### config.mk
export PLATFORM = sky130hd
export DESIGN_NAME = comparador_serial_der_izq_flat
export DESIGN_NICKNAME = d
export VERILOG_FILES = /design/src/rtl/comparador_serial_der_izq_if.sv /design/src/rtl/comparador_serial_der_izq.sv /design/src/flat_wrapper.sv
export SDC_FILE = /design/constraint.sdc
export NUM_CORES = 1
export LEC_CHECK = 0
export CAP_MARGIN = 10
export CORE_UTILIZATION = 25
export DETAILED_ROUTE_END_ITERATION = 12
export HOLD_SLACK_MARGIN = 0.02
export PLACE_DENSITY = 0.52
export SLEW_MARGIN = 10
export SYNTH_ARGS = -nofsm -noshare
export SYNTH_HDL_FRONTEND = slang
export SYNTH_SLANG_ARGS = --single-unit
### constraint.sdc
create_clock -name clk -period 4 [get_ports clk]
set_input_delay 0.8 -clock clk [delete_from_list [all_inputs] [get_ports clk]]
set_output_delay 0.8 -clock clk [all_outputs]
set_load 0.05 [all_outputs]
### src/rtl/comparador_serial_der_izq_if.sv
// Handshake and operand/result bundle for the bit-serial comparator.
// The master side issues requests and the slave side answers them.
interface comparador_serial_der_izq_if #(
  parameter int K = 4
);
  logic         start;
  logic [K-1:0] A;
  logic [K-1:0] B;
  logic         busy;
  logic         done;
  logic         M;
  logic         N;
  logic         Z;
  logic         EQ;

  modport master (
    output start, A, B,
    input  busy, done, M, N, Z, EQ
  );

  modport slave (
    input  start, A, B,
    output busy, done, M, N, Z, EQ
  );
endinterface

### src/rtl/comparador_serial_der_izq.sv
// Bit-serial magnitude comparator: scans A and B LSB first, one bit per clock,
// and publishes M (A>B), N (A<B), Z (=M) and EQ behind a start/done handshake.
module comparador_serial_der_izq #(
  parameter int K = 4
) (
  input  logic                          clk,
  input  logic                          reset_n,
  comparador_serial_der_izq_if.slave    bus
);

  localparam int CNT_W = (K > 1) ? $clog2(K + 1) : 1;

  typedef enum logic [1:0] {
    IDLE = 2'd0,
    RUN  = 2'd1,
    DONE = 2'd2
  } state_t;

  state_t             state_q, state_d;
  logic [K-1:0]       sa_q, sa_d;
  logic [K-1:0]       sb_q, sb_d;
  logic [CNT_W-1:0]   cnt_q, cnt_d;
  logic               m_run_q, m_run_d;
  logic               n_run_q, n_run_d;
  logic               m_out_q, m_out_d;
  logic               n_out_q, n_out_d;
  logic               eq_out_q, eq_out_d;
  logic               busy_q, busy_d;
  logic               done_q, done_d;
  logic               m_next_s;
  logic               n_next_s;

  // Running flags after the current bit: a differing bit overrides, so later
  // (higher-order) bits dominate the earlier ones.
  always_comb begin
    m_next_s = m_run_q;
    n_next_s = n_run_q;
    if (sa_q[0] != sb_q[0]) begin
      m_next_s = sa_q[0];
      n_next_s = sb_q[0];
    end else begin
      m_next_s = m_run_q;
      n_next_s = n_run_q;
    end
  end

  // Next-state and datapath control for the IDLE/RUN/DONE sequencer.
  always_comb begin
    state_d  = state_q;
    sa_d     = sa_q;
    sb_d     = sb_q;
    cnt_d    = cnt_q;
    m_run_d  = m_run_q;
    n_run_d  = n_run_q;
    m_out_d  = m_out_q;
    n_out_d  = n_out_q;
    eq_out_d = eq_out_q;
    busy_d   = busy_q;
    done_d   = 1'b0;

    case (state_q)
      IDLE: begin
        if (bus.start) begin
          sa_d    = bus.A;
          sb_d    = bus.B;
          cnt_d   = '0;
          m_run_d = 1'b0;
          n_run_d = 1'b0;
          busy_d  = 1'b1;
          state_d = RUN;
        end else begin
          busy_d  = 1'b0;
          state_d = IDLE;
        end
      end

      RUN: begin
        m_run_d = m_next_s;
        n_run_d = n_next_s;
        sa_d    = sa_q >> 1'b1;
        sb_d    = sb_q >> 1'b1;
        cnt_d   = cnt_q + CNT_W'(1);
        if (cnt_q == CNT_W'(K - 1)) begin
          m_out_d  = m_next_s;
          n_out_d  = n_next_s;
          eq_out_d = ~m_next_s & ~n_next_s;
          done_d   = 1'b1;
          state_d  = DONE;
        end else begin
          state_d  = RUN;
        end
      end

      // The edge leaving DONE may already accept the next request.
      DONE: begin
        if (bus.start) begin
          sa_d    = bus.A;
          sb_d    = bus.B;
          cnt_d   = '0;
          m_run_d = 1'b0;
          n_run_d = 1'b0;
          busy_d  = 1'b1;
          state_d = RUN;
        end else begin
          busy_d  = 1'b0;
          state_d = IDLE;
        end
      end

      default: begin
        busy_d  = 1'b0;
        state_d = IDLE;
      end
    endcase
  end

  // State, datapath and result registers.
  always_ff @(posedge clk or negedge reset_n) begin
    if (!reset_n) begin
      state_q  <= IDLE;
      sa_q     <= '0;
      sb_q     <= '0;
      cnt_q    <= '0;
      m_run_q  <= 1'b0;
      n_run_q  <= 1'b0;
      m_out_q  <= 1'b0;
      n_out_q  <= 1'b0;
      eq_out_q <= 1'b1;
      busy_q   <= 1'b0;
      done_q   <= 1'b0;
    end else begin
      state_q  <= state_d;
      sa_q     <= sa_d;
      sb_q     <= sb_d;
      cnt_q    <= cnt_d;
      m_run_q  <= m_run_d;
      n_run_q  <= n_run_d;
      m_out_q  <= m_out_d;
      n_out_q  <= n_out_d;
      eq_out_q <= eq_out_d;
      busy_q   <= busy_d;
      done_q   <= done_d;
    end
  end

  assign bus.busy = busy_q;
  assign bus.done = done_q;
  assign bus.M    = m_out_q;
  assign bus.N    = n_out_q;
  assign bus.Z    = m_out_q;
  assign bus.EQ   = eq_out_q;

endmodule

### src/flat_wrapper.sv
// flat-port wrapper written by rule: the top's interface ports become plain ports
module comparador_serial_der_izq_flat 
#(
  parameter int K = 4
)
  (clk, reset_n, bus_start, bus_A, bus_B, bus_busy, bus_done, bus_M, bus_N, bus_Z, bus_EQ);
  comparador_serial_der_izq_if #(.K(K)) bus_i ();
  input  logic clk;
  input  logic reset_n;
  input wire logic [$bits(bus_i.start)-1:0] bus_start;
  input wire logic [$bits(bus_i.A)-1:0] bus_A;
  input wire logic [$bits(bus_i.B)-1:0] bus_B;
  output wire logic [$bits(bus_i.busy)-1:0] bus_busy;
  output wire logic [$bits(bus_i.done)-1:0] bus_done;
  output wire logic [$bits(bus_i.M)-1:0] bus_M;
  output wire logic [$bits(bus_i.N)-1:0] bus_N;
  output wire logic [$bits(bus_i.Z)-1:0] bus_Z;
  output wire logic [$bits(bus_i.EQ)-1:0] bus_EQ;
  assign bus_i.start = bus_start;
  assign bus_i.A = bus_A;
  assign bus_i.B = bus_B;
  assign bus_busy = bus_i.busy;
  assign bus_done = bus_i.done;
  assign bus_M = bus_i.M;
  assign bus_N = bus_i.N;
  assign bus_Z = bus_i.Z;
  assign bus_EQ = bus_i.EQ;
  comparador_serial_der_izq #(.K(K)) u_core (.clk(clk), .reset_n(reset_n), .bus(bus_i));
endmodule
# Word-level counts from Yosys, hierarchy flattened
# Cells that the tools add are included.
# totals
ff_bits	20
latch_bits	0
ram_bits	0
mem_bits_ro	0
output_inout_bits	6
elab_cells	43
memories	0
# op_classes
addsub	1
mul	0
div	0
order_cmp	0
eq_ne	5
n_shift	0
mux	18
bitwise_logic	3
n_reduce_logical	5
# ops
op	n
4-bit case mux with 2 select lines	2
4-bit two-way mux	2
1-bit two-way mux	7
1-bit case mux with 2 select lines	3
3-bit case mux with 2 select lines	1
2-bit case mux with 2 select lines	1
2-bit AND reduction	2
3-bit by 1-bit adder with 3-bit output (second input constant)	1
3-bit by 2-bit equality test with 1-bit output (second input constant)	1
3-bit two-way mux	1
2-bit by 1-bit equality test with 1-bit output (second input constant)	1
2-bit equality test (second input constant)	1
2-bit zero test	1
2-bit two-way mux	1
2-bit by 1-bit != test with 1-bit output (second input constant)	1
1-bit inverter	2
2-bit nonzero test	1
2-bit OR reduction	1
1-bit bitwise AND	1
1-bit != test	1

# Logic depth before layout (Yosys ltp)
# depth
word_depth	4
mapped_depth	5

# Least setup slack after synthesis
# OpenSTA, ideal clock, no wires.
# synth_timing
path_type	reg-to-output
start	reg u_core.m_out_q, in the netlist u_core.bus.M
end	out bus_Z
t_arrival_ps	903
slack_ps	2297
path_stages_with_launch	2
path_buffers	1
cell_sequence	dfrtp_1 buf_4
# synth_lines
item	line	rtl
from (decl)	comparador_serial_der_izq.sv:25	logic m_out_q, m_out_d;
from (signal assigned)	comparador_serial_der_izq.sv:138	m_out_q <= m_out_d;
to (decl)	flat_wrapper.sv:17	output wire logic [$bits(bus_i.Z)-1:0] bus_Z;
# No word-level cell between the ends.

# Final worst setup path
# layout_timing
start	reg u_core.done_q, in the netlist u_core.bus.done
end	out bus_done
# layout_lines
item	line	rtl
from (decl)	comparador_serial_der_izq.sv:29	logic done_q, done_d;
from (signal assigned)	comparador_serial_der_izq.sv:142	done_q <= done_d;
to (decl)	flat_wrapper.sv:14	output wire logic [$bits(bus_i.done)-1:0] bus_done;
# No word-level cell between the ends.

==> flow_results.org <==
** Min path
- The path class of the tightest hold or removal check is flop to flop.
- Hold path cells :: 2

** Yosys
- A synthesized cell averages approximately 10 um^2.
- Most area-consuming cells after synthesis :: dfrtp_1 (45%), mux2i_1 (8.0%), a211oi_1 (4.5%)
- Cell type contributing the most total cell area after synthesis :: dfrtp_1
- Sequential share of the synthesized area :: 0.4745
- After synthesis the cells add up to approximately 1000 um^2.
- Post-synth net total :: approximately 110
- After synthesis, the netlist uses 29 different library cells.
- The synthesized design contains 19 register bits.
- Of the post-synthesis cell area, the dominant cell type holds 0.4483.
- Count of synthesis-stage warnings from yosys :: 0
- Synth Instances :: between 90 and 100

** Finish
- Compared with the post-synthesis result, the final layout area differs by 22.04%.
- Fraction of final layout cells with drive strength greater than 1 :: 0.09259
- The final layout contains approximately 120 nets.
- The number of antenna diodes in the final layout is 0.
- Fill cells in the final layout number between 400 and 500.

** Floorplan
- Row generation in the floorplan step produced 22 rows.
- Starting utilization of the core area :: 0.2684
- Total Die Area :: around 4300 um^2
- The die is between 60 and 70 um tall.
- Die X-Extent :: about 65 um
- Placeable core region :: 3744 um^2
- In this run the count of I/O pins placed on the die edge is 17.

** Route
- After the first detailed-routing iteration, the DRC count stood at 21.
- After detailed routing, the average wire length per cell comes to 11.58 um.
- Using the TritonRoute via totals, the vias-per-cell ratio works out to about 4.6.
- For this run, the detailed router's first-pass iteration total came to 4.
- Via count :: between 700 and 800
- Once detail routing completed, the nets flagged for antenna violations numbered 0.
- Final wirelength :: 1807 um
- Remaining DRCs :: 0

** Pwr
- P_int :: ~560 uW
- Leakage power summed over all cells :: just over 0.5 nW
- VDD sags by at most between 200 and 250 uV.
- The share of total power dissipated in the clock network is 0.138.
- Power spread over the standard cell area amounts to 785.8 nW/um^2.
- Of the total power, registers draw 0.428.
- Total power for the finished layout comes to approximately 960 uW.
- Of the total power, combinational logic draws 0.434.
- Of the total power, the share spent switching nets is 0.4215.
- For this design the total switching power over the nets is about 410 uW.

** Clock network
- Once the clock tree was built, the resizer swapped 0 gates to a different size.
- Post-cts hold buffer count :: 0
- Number of H-tree levels :: 1
- Buffers inserted during post-CTS setup optimization :: 0
- No sink is reached through more buffers than the 2 on the longest clock path.
- CTS tree :: done
- Clock edge transition at the registers on the reported setup and hold paths :: approximately 0.070 ns
- Worst-skew pair later-pin latency :: 0.25 ns
- Clock tree root buffer cell :: clkbuf_8
- TritonCTS Sinks :: 19
- Clock tree synthesis inserted a total of 3 buffers.

** Global routing
- The total overflow left after global routing is 0.
- Antenna violations before repair :: 0
- The first global-routing pass estimated approximately 3100 um of wire.
- The number of global-route vias before repair was approximately 690.
- Global Route Usage Sum :: 0.09783
- Entering global routing, the biggest net connects 28 pins.

** STA
- For this run, the top clock speed supported by timing is ~0.36 GHz.
- Number of pins with negative max-slew slack in the final report :: 0
- Clock skew :: 0.001638 ns
- Number of endpoints with negative hold slack in the final report :: 0
- Final setup violation count :: 0
- In the finished design, the share of the clock period the worst path needs comes to 0.6941.
- Setup repair after global routing left no endpoint under its margin.
- Measured slew at the worst slew-check pin :: 0.8579 ns
- Setup total negative slack on the finished layout was measured at 0 ns.
- Clock period minus final worst setup slack :: between 2 and 3 ns
- Headroom to the max-slew limit came out at 0.4262.

** Critical path
- Number of cells traversed by the worst register-to-register path :: 3
- On the critical path, the stage with the largest delay is an instance of clkdlybuf4s50_1.
- Broken down by cell family, the worst path's largest delay share belongs to buffers and inverters.
- Together, buffers and inverters on the worst path number 1.
- Worst EP arrival :: slightly below 2 ns
- On the worst path, the slowest cell contributes a delay of between 0.9 and 1 ns.
- Crit Path Category :: flop to output pin
- The worst setup path is captured at an output pin.
- Worst setup SP type :: flop
- The critical path goes through clkdlybuf4s50_1.
- STA puts the critical path data required time at about 3.2 ns.
- In this run the worst path has a maximum fanout of 19.
- Instance count on the critical path :: 1

** Placement
- Routability congestion estimate from global placement :: 0.7077
- Detailed placement ended at an HPWL of between 1000 and 1500 um.
- Port bufs :: 16

** Run status
- The run finished with clean final reports.

** Flow run
- Max-cap violations in this run came to 0.
-- flip-flops by register name (all words and copies together), names as in the netlist --
signal / cells
u_core.bus.EQ: 1
u_core.bus.M: 1
u_core.bus.N: 1
u_core.bus.busy: 1
u_core.bus.done: 1
u_core.cnt_q: 3
u_core.m_run_q: 1
u_core.n_run_q: 1
u_core.sa_q: 4
u_core.sb_q: 4
u_core.state_q: 1
-- tightest hold or removal path, cell delays in order, from the launching register on --
cell and delay (ns):
dfstp_2 0.37, nand2_1 0.05, o41ai_1 0.06
-- through the flow --
stage	cells	area (um^2)	hold WS (ns)	worst slack [ns]	utilization
3_5_place_dp	152	1180	0.4684	1.484	0.3152
5_1_grt	156	1226	0.4966	1.127	0.3275
4_1_cts	156	1226	0.4770	1.204	0.3275
3_3_place_gp	152	1180	0.4716	1.502	0.3152
2_1_floorplan	96	1005	0.4373	2.297	-
6_report	156	1226	0.4765	1.224	0.3275
-- cells in the final DEF, fill, tap and decap left out, types with 2 or more instances in the layout --
master	synthesis	final
a211oi_1	6	6
a22o_1	3	3
inv_1	5	5
a21oi_1	8	8
nor2_1	2	2
ha_1	2	2
nand2b_1	3	3
nand3_1	2	2
nand2_1	3	3
o21ai_0	8	8
nor2b_1	6	6
clkbuf_8	0	3
a31oi_1	2	2
clkdlybuf4s50_1	0	16
mux2i_1	8	8
dfrtp_1	18	18
-- power by group through the flow --
stage / Clock, mW / Combinational (mW) / Sequential (mW)
floorplan: 0 / 0.317 / 0.412
global placement: 0 / 0.409 / 0.410
detailed placement: 0 / 0.421 / 0.413
CTS: 0.138 / 0.422 / 0.411
global route: 0.149 / 0.460 / 0.430
finish: 0.133 / 0.418 / 0.412
-- cells in the mapped netlist --
| master | count |
|---|---|
| dfrtp_1 | 18 |
| a21oi_1 | 8 |
| mux2i_1 | 8 |
| o21ai_0 | 8 |
| a211oi_1 | 6 |
| nor2b_1 | 6 |
| inv_1 | 5 |
| a22o_1 | 3 |
| buf_2 | 3 |
| buf_4 | 3 |
| nand2_1 | 3 |
| nand2b_1 | 3 |
| a31oi_1 | 2 |
| clkbuf_1 | 2 |
| ha_1 | 2 |
| nand3_1 | 2 |
| nor2_1 | 2 |
| a21o_1 | 1 |
| dfstp_2 | 1 |
| inv_2 | 1 |
| maj3_1 | 1 |
| maj3_2 | 1 |
| mux2_2 | 1 |
| mux2_4 | 1 |
| nand3b_4 | 1 |
| o21ai_1 | 1 |
| o41ai_1 | 1 |
| xnor2_1 | 1 |
| xor2_1 | 1 |
-- final timing paths --
kind                                   start  slack [ns]             end
setup / recovery             u_core.bus.done        1.22        bus_done
hold / removal                 u_core.bus.EQ        0.48   u_core.bus.EQ
setup reg to reg           u_core.state_q[0]        2.39    u_core.bus.N
hold reg to reg                u_core.bus.EQ        0.48   u_core.bus.EQ
max in group asynchronous            reset_n        2.44    u_core.bus.M
min in group asynchronous            reset_n        1.03  u_core.sa_q[2]
-- cells by family after synthesis --
kind of cell             count (synthesis)  share of synthesized area
AND/OR/NAND/NOR                         17                     0.1046
buffers and inverters                   14                    0.06724
adder cells (fa/ha/maj)                  4                    0.04607
flip-flops                              19                     0.4745
AO/OA/AOI/OAI                           30                     0.1843
XOR/XNOR                                 2                    0.01744
multiplexers                            10                     0.1059
-- area by class of cell --
cell class | instances | area (um^2) | area share
Timing Repair Buffer | 16 | 160.2 | 0.1306
Inverter | 6 | 22.52 | 0.01837
Sequential cell | 19 | 476.7 | 0.3888
Clock inverter | 1 | 5.005 | 0.004082
Tap cell | 48 | 60.06 | 0.04898
Clock buffer | 3 | 41.29 | 0.03367
Multi-Input combinational cell | 63 | 460.4 | 0.3755
-- metal layers --
| metal | GRT usage | wire length [um] | vias up |
|---|---|---|---|
| met3 | 0.04167 | 88 | 2 |
| met2 | 0.1469 | 751 | 16 |
| met5 | 0 | 0 | - |
| met4 | 0.02446 | 12 | 0 |
| li1 | - | - | 361 |
| met1 | 0.1284 | 954 | 335 |
No activity file was read; power rests on OpenSTA's default activity.
